[config.mk]
export PLATFORM = sky130hd
export DESIGN_NAME = scsi_fifo_packer
export DESIGN_NICKNAME = d
export VERILOG_FILES = /design/src/rtl/scsi_fifo_packer.sv
export SDC_FILE = /design/constraint.sdc
export NUM_CORES = 1
export LEC_CHECK = 0
export CAP_MARGIN = 30
export CORE_UTILIZATION = 55
export DETAILED_ROUTE_END_ITERATION = 7
export PLACE_DENSITY = 0.81
export SYNTH_ARGS = -nofsm -noshare
export SYNTH_HDL_FRONTEND = slang
export SYNTH_SLANG_ARGS = --single-unit
[constraint.sdc]
create_clock -name CLK -period 6.2 [get_ports CLK]
set_input_delay 1.24 -clock CLK [delete_from_list [all_inputs] [get_ports CLK]]
set_output_delay 1.24 -clock CLK [all_outputs]
set_load 0.005 [all_outputs]
[src/rtl/scsi_fifo_packer.sv]
// Eight-longword FIFO between the SCSI byte datapath and the host memory bus.
// Packs SCSI bytes into big-endian longwords on fill; unpacks longwords into bytes on drain.
module scsi_fifo_packer #(
    parameter int DEPTH = 8,
    parameter int AW    = 3
) (
    input  logic          CLK,
    input  logic          RST,
    input  logic          FLUSH,
    input  logic          DIR,
    input  logic [7:0]    BYTE_IN,
    input  logic          BYTE_WR,
    input  logic          BYTE_RD,
    output logic [7:0]    BYTE_OUT,
    output logic          BO0,
    output logic          BO1,
    input  logic [31:0]   LW_IN,
    input  logic          LW_WR,
    input  logic          LW_RD,
    output logic [31:0]   LW_OUT,
    output logic          FULL,
    output logic          EMPTY,
    output logic [AW:0]   COUNT
);

    localparam logic [AW:0]   DEPTH_C = (AW+1)'(DEPTH);
    localparam logic [AW:0]   CNT_ONE = (AW+1)'(1);
    localparam logic [AW-1:0] PTR_ONE = AW'(1);

    logic [31:0]   mem [DEPTH];

    logic [AW-1:0] wptr_q, wptr_d;
    logic [AW-1:0] rptr_q, rptr_d;
    logic [AW:0]   count_q, count_d;
    logic [1:0]    lane_q, lane_d;
    logic          dir_q, dir_d;

    logic          full, empty, dir_chg;
    logic          byte_wr_ok, byte_rd_ok, lw_wr_ok, lw_rd_ok;
    logic          push, pop;
    logic [4:0]    lane_sh;

    always_comb begin
        full    = (count_q == DEPTH_C);
        empty   = (count_q == '0);
        dir_chg = (DIR != dir_q);
        // Lane 0 is the MSB byte, so the bit offset is (3 - lane) * 8.
        lane_sh = {~lane_q, 3'b000};

        // Byte strobes are held off on the DIR-change cycle because the lane is being cleared.
        byte_wr_ok = DIR  && BYTE_WR && !full  && !dir_chg;
        byte_rd_ok = !DIR && BYTE_RD && !empty && !dir_chg;
        lw_wr_ok   = !DIR && LW_WR   && !full;
        lw_rd_ok   = DIR  && LW_RD   && !empty;

        push = lw_wr_ok || (byte_wr_ok && lane_q == 2'd3);
        pop  = lw_rd_ok || (byte_rd_ok && lane_q == 2'd3);

        wptr_d  = wptr_q;
        rptr_d  = rptr_q;
        count_d = count_q;
        lane_d  = lane_q;
        dir_d   = DIR;

        if (FLUSH) begin
            wptr_d  = '0;
            rptr_d  = '0;
            count_d = '0;
            lane_d  = '0;
        end else begin
            if (dir_chg) begin
                lane_d = '0;
            end else if (byte_wr_ok || byte_rd_ok) begin
                lane_d = lane_q + 2'd1;
            end
            if (push) begin
                wptr_d = wptr_q + PTR_ONE;
            end
            if (pop) begin
                rptr_d = rptr_q + PTR_ONE;
            end
            if (push && !pop) begin
                count_d = count_q + CNT_ONE;
            end else if (pop && !push) begin
                count_d = count_q - CNT_ONE;
            end
        end
    end

    always_ff @(posedge CLK or posedge RST) begin
        if (RST) begin
            wptr_q  <= '0;
            rptr_q  <= '0;
            count_q <= '0;
            lane_q  <= '0;
            dir_q   <= 1'b0;
        end else begin
            wptr_q  <= wptr_d;
            rptr_q  <= rptr_d;
            count_q <= count_d;
            lane_q  <= lane_d;
            dir_q   <= dir_d;
        end
    end

    // Storage is not reset; pointers alone define what is valid.
    always_ff @(posedge CLK) begin
        if (!RST && !FLUSH) begin
            if (lw_wr_ok) begin
                mem[wptr_q] <= LW_IN;
            end else if (byte_wr_ok) begin
                mem[wptr_q][lane_sh +: 8] <= BYTE_IN;
            end
        end
    end

    assign LW_OUT   = mem[rptr_q];
    assign BYTE_OUT = mem[rptr_q][lane_sh +: 8];
    assign BO0      = lane_q[0];
    assign BO1      = lane_q[1];
    assign FULL     = full;
    assign EMPTY    = empty;
    assign COUNT    = count_q;

endmodule
==> out/metrics.cfg, run 1 <==
[placed_design]
port_buffers=95
gp_congestion=0.871
dp_slack_ns=2.01
placed_area_um2=12600
place_hpwl_mm=18.4

[logic_synthesis]
synth_fp_nets=714
syn_area_per_cell_um2=17.3
synth_top_area_cell=edfxtp_1
ys_ff_latch=269
netlist_top_cells_area=edfxtp_1 (68%), mux4_2 (13%), mux2_2 (3.2%)
synthDistinctLibCells=44
async_flop_share_pct=4.83
synth_warnings=0
ys_seq_area_share_pct=70.5
synthCells=657
synth_area_um2=11400
synth_top_area_share_pct=67.6
synth-edff-count=256
synthTopCellsByCount=edfxtp_1 (256), nand2_1 (81), mux4_2 (64)
synthFlopType=edfxtp_1
synthMostInstantiatedCell=edfxtp_1

[sta]
finalCritPeriodShare_pct=75.8
finalHoldViolCount=0
fin_crit_ns=4.70
setup_viol=0
clock_skew_ns=0.0183
slew_headroom_pct=30.4
drv_slew=0
timing.fmax_mhz=213
tightest_slew_ns=1.04
rsz0062_at_grt=no
worst_slack_ns=1.50
fin_setup_tns_ns=0

[detailed_routing]
wl_met1_mm=10.2
vias_per_cell=6.27
drt-pass1-iter-count=5
ant_nets=0
drtIter0Drc=731
wl_mm=27.4
wl_met2_mm=13.5
wl_per_cell_um=26.1
wl_met3_mm=2.55
vias=6564
drc=0
top_layer=met4

[finish]
num_antenna_cells=0
drive_above_1_share_pct=18.7
n_fill_cell=1310
finish.instance_area_um2=13400
fin_nets=816
area_delta_synth_final_pct=17.7

[global_routing]
track_usage_pct=26.5
gr-total-overflow=0
grt_max_degree=49
grt_pass1_vias=6876
grt_pass1_wl_mm=41.2
antenna_found_initial=0

[power_and_ir_drop]
p_comb_share_pct=14.7
switching_share_pct=23.5
power_density_nw_per_um2=315
ir_drop_v=0.000184
power_frac_clock_pct=36.4
p_seq_share_pct=48.9
p_leak_uw=0.00427
switching_power_uw=992
internal-power_uw=3220

[run]
drv_cap=0

[floorplanning]
core_area_um2=20200
rows=52
die_x_um=146
die_height_um=146
start_util_pct=56.2
io_pins=96
die_area_um2=21200

[cts]
h-tree-depth=1
cts_resized=0
cts.path.max_buffers=3
path_clk_slew_ns=0.06
worstSkewPairLatency_ns=0.54
cts.hold.buffers_added=0
cts_buffers=27
cts_sinks=269
cts_setup_buffers=0
cts-root-buf=clkbuf_16
cts_tree=done

[setup_path]
crit_path_end_kind=output pin
required_ns=4.96
max_stage_delay_ns=0.66
cp_top_family=buffers and inverters
path_class=reg -> out
cp.arrival_ns=3.46
worstPathCellList=buf_4 > mux4_2 > mux2_2 > o22ai_1 > nor2_1 > clkdlybuf4s50_1
crit_buf_inv=2
critical-path-slowest-cell=dfrtp_2
critPathLaunchType=flop
critPathMaxFanout=48

[worst_hold_path]
hold_path_class=reg -> reg

[outcome]
status=finished clean

layout make-up:
| class | instances | area [um^2] | share of cell area, % |
|---|---|---|---|
| clock buffer | 31 | 691 | 5.16 |
| clock inverter | 16 | 124 | 0.926 |
| inverter | 9 | 33.8 | 0.253 |
| multi-input combinational | 350 | 3150 | 23.6 |
| sequential | 269 | 8020 | 59.9 |
| tap | 270 | 338 | 2.53 |
| timing repair buffer | 102 | 1020 | 7.63 |
state kept, by name (all words and copies together) (netlist names):
name / flops
mem: 256
rptr_q: 3
wptr_q: 3
COUNT: 4
dir_q: 1
lane_q: 2
worst min-delay path, delay by kind of cell (launching register included):
| family | cells | cell delay [ns] |
|---|---|---|
| flip-flops | 1 | 0.47 |
| AND/OR/NAND/NOR | 1 | 0.08 |
| XOR/XNOR | 1 | 0.11 |
routing by layer:
layer,vias to the layer above,global-route usage [%]
met5,-,0
met2,386,44.1
li1,2791,-
met4,0,11.3
met1,3305,34.5
met3,82,4.86
power groups by stage:
stage / registers [uW] / clock network [uW] / logic (uW)
5_1_grt: 2060 / 1590 / 660
6_report: 2060 / 1530 / 621
2_1_floorplan: 2070 / 0 / 382
4_1_cts: 2060 / 1530 / 621
3_5_place_dp: 2100 / 0 / 613
3_3_place_gp: 2120 / 0 / 563
through the flow:
step	hold slack [ns]	utilization, %	cells	total power, uW
5_1_grt	0.757	66.1	1047	4320
4_1_cts	0.706	66.1	1046	4210
3_5_place_dp	0.673	62.1	999	2710
2_1_floorplan	0.597	-	657	2450
3_3_place_gp	0.638	61.9	997	2680
6_report	0.705	66.1	1047	4210
final timing paths:
check | from | endpoint | slack, ns | depth (start not counted)
worst max-delay path | rptr_q[1] | BYTE_OUT[0] | 1.50 | 6
worst min-delay path | wptr_q[2] | wptr_q[2] | 0.70 | 2
worst max register to register | lane_q[1] | COUNT[3] | 2.83 | 10
worst min register to register | wptr_q[2] | wptr_q[2] | 0.70 | 2
max in group asynchronous | RST | rptr_q[0] | 4.66 | 2
min in group asynchronous | RST | dir_q | 1.12 | 2
layout by cell type (no fill, tap or decap), types with 3 or more instances in the layout:
master	synthesis	layout
clkbuf_16	0	27
mux2_2	32	32
nor3_1	4	4
mux2i_1	3	3
ha_1	8	8
clkbuf_1	11	4
edfxtp_1	256	256
buf_4	0	5
mux4_2	64	64
a21oi_1	9	9
and2_1	4	4
o21ai_1	36	36
nor2_1	52	52
nand2_1	81	81
nand3_1	4	4
o22ai_1	16	16
nand3b_1	3	3
dfrtp_1	13	11
clkdlybuf4s50_1	0	95
xnor2_1	5	5
inv_1	9	9
clkinv_1	0	10
and3_1	3	3
logic make-up (layout without fill, tap and decap cells):
kind of cell / count (synthesis) / count (layout) / share of synthesized area [%]
flip-flops: 269 / 269 / 70.5
AO/OA/AOI/OAI: 69 / 69 / 3.41
AND/OR/NAND/NOR: 166 / 166 / 6.63
multiplexers: 99 / 99 / 16.1
adder cells (fa/ha/maj): 9 / 9 / 1.06
XOR/XNOR: 7 / 7 / 0.539
buffers and inverters: 38 / 158 / 1.77
(Power assumes the default switching activity.)
==> inputs of run 2 (changes only) <==
- CORE_UTILIZATION: 55 -> 52
- clock period: 6.2 -> 3.78 ns (I/O delays scaled with it)
==> run 2 against run 1 <==
- total power up 67%
- critical path depth unchanged
- first-iteration DRC count down 20%
- setup slack worse by 1.4 ns
- final cell count up 4.8%
- clock power up 69%
- utilization down 1.1 points
- clock skew down 0.0058 ns
- worst hold slack worse by 0.076 ns
- die area up 5.7%
- cell area up 3.1%
- via count up 1.4%
- critical path type unchanged
- largest cell class unchanged
==> out/metrics.cfg, run 2 (synthesis gave the netlist of run 1 again) <==
[outcome]
status=finished clean

[sta]
finalCritPeriodShare_pct=97.2
drv_slew=0
tightest_slew_ns=0.847
fin_setup_tns_ns=0
fin_crit_ns=3.67
clock_skew_ns=0.0125
finalHoldViolCount=0
slew_headroom_pct=43.1
setup_viol=0
timing.fmax_mhz=272
rsz0062_at_grt=no

[worst_hold_path]
hold_path_class=in -> async

[floorplanning]
rows=53
die_x_um=150
die_area_um2=22500
die_height_um=150
start_util_pct=53.6
io_pins=96
core_area_um2=21200

[setup_path]
crit_path_end_kind=output pin
required_ns=3.02
cp.arrival_ns=2.92
critPathLaunchType=flop
path_class=reg -> out
critPathMaxFanout=18

[cts]
cts.hold.buffers_added=0
path_clk_slew_ns=0.06
cts-root-buf=clkbuf_16
cts_tree=done
worstSkewPairLatency_ns=0.53
cts.path.max_buffers=3
cts_sinks=269
h-tree-depth=1
cts_buffers=27

[detailed_routing]
wl_mm=27.9
ant_nets=0
drtIter0Drc=585
vias=6653
drc=0
wl_per_cell_um=25.4
vias_per_cell=6.06
drt-pass1-iter-count=5

[power_and_ir_drop]
p_leak_uw=0.00453
ir_drop_v=0.000339
power_density_nw_per_um2=509

[global_routing]
grt_max_degree=57
grt_pass1_vias=6896
antenna_found_initial=0
track_usage_pct=25.7
grt_pass1_wl_mm=41.1
gr-total-overflow=0

[placed_design]
place_hpwl_mm=19.1
gp_congestion=0.905
port_buffers=95
dpl.cell_count=1044

[finish]
num_antenna_cells=0
fin_nets=858
largest_reg_flops=256
layout_commonest_cell=edfxtp_1
final_cells=1097
drive_above_1_share_pct=23.7
top_register=mem
area_delta_synth_final_pct=21.3
layout_common_cells=edfxtp_1 (256), clkdlybuf4s50_1 (95), nand2_1 (81)
n_fill_cell=1413

[run]
drv_cap=0

[run 2: cell count changes in the layout (fill, tap and decap cells not counted), moves of 2 or more]
cell and change:
clkinv_1 -8, buf_12 +2, clkinv_2 +3, clkinvlp_4 +2
clkbuf_8 +3, buf_4 +40, clkbuf_1 +3
[run 2: final cells by class]
cell class                 instances  area [um^2]  area share (%)
tap                              275          344            2.50
sequential                       269         8020            58.2
multi-input combinational        350         3150            22.9
inverter                           9         33.8           0.245
timing repair buffer             144         1370            9.94
clock buffer                      37          743            5.39
clock inverter                    13          124           0.898
[run 2: per-stage QoR]
| step | utilization, % | instance area, um^2 | hold WS [ns] | power (uW) | setup slack [ns] |
|---|---|---|---|---|---|
| after global placement | 60.7 | 12900 | 0.639 | 4430 | 0.431 |
| after floorplan | - | 11400 | 0.597 | 4020 | 1.00 |
| after global routing | 65.0 | 13800 | 0.680 | 7230 | 0.0210 |
| after detailed placement | 60.7 | 12900 | 0.690 | 4470 | 0.401 |
| after CTS | 64.9 | 13800 | 0.634 | 7050 | 0.0785 |
| final | 65.0 | 13800 | 0.628 | 7020 | 0.106 |
[run 2: final timing paths]
kind | startpoint | to | slack, ns | cells past startpoint
max | rptr_q[0] | BYTE_OUT[2] | 0.11 | 6
min | RST | COUNT[0] | 0.63 | 2
max reg2reg | lane_q[0] | COUNT[3] | 0.72 | 10
min reg2reg | dir_q | lane_q[0] | 0.72 | 3
max in group asynchronous | RST | rptr_q[0] | 2.73 | 2
min in group CLK | dir_q | lane_q[0] | 0.72 | 3
[run 2: timing repair]
action,CTS,global route
gates resized for setup,0,2
setup endpoints to repair,8,3
setup buffers,3,0
[run 2: worst max-delay path, cell delays in order, from the launching register on]
cell and delay, ns:
dfrtp_4 0.55, buf_12 0.23, mux4_2 0.54, mux2_2 0.32, o22ai_1 0.19, nor2_1 0.10
clkdlybuf4s50_1 0.45
[run 2: per-layer routing]
metal / up-vias / track usage (%) / routed length, um
met5: - / 0 / 0
met4: 0 / 12.4 / 1290
met3: 73 / 5.21 / 2600
met2: 378 / 41.6 / 13700
met1: 3317 / 33.5 / 10300
li1: 2885 / - / -
[run 2: report_power, final]
part           total (uW)  switching [uW]  internal, uW
Combinational        1080             502           576
Sequential           3360            56.9          3300
Clock                2580            1070          1510
Total                7020            1630          5390
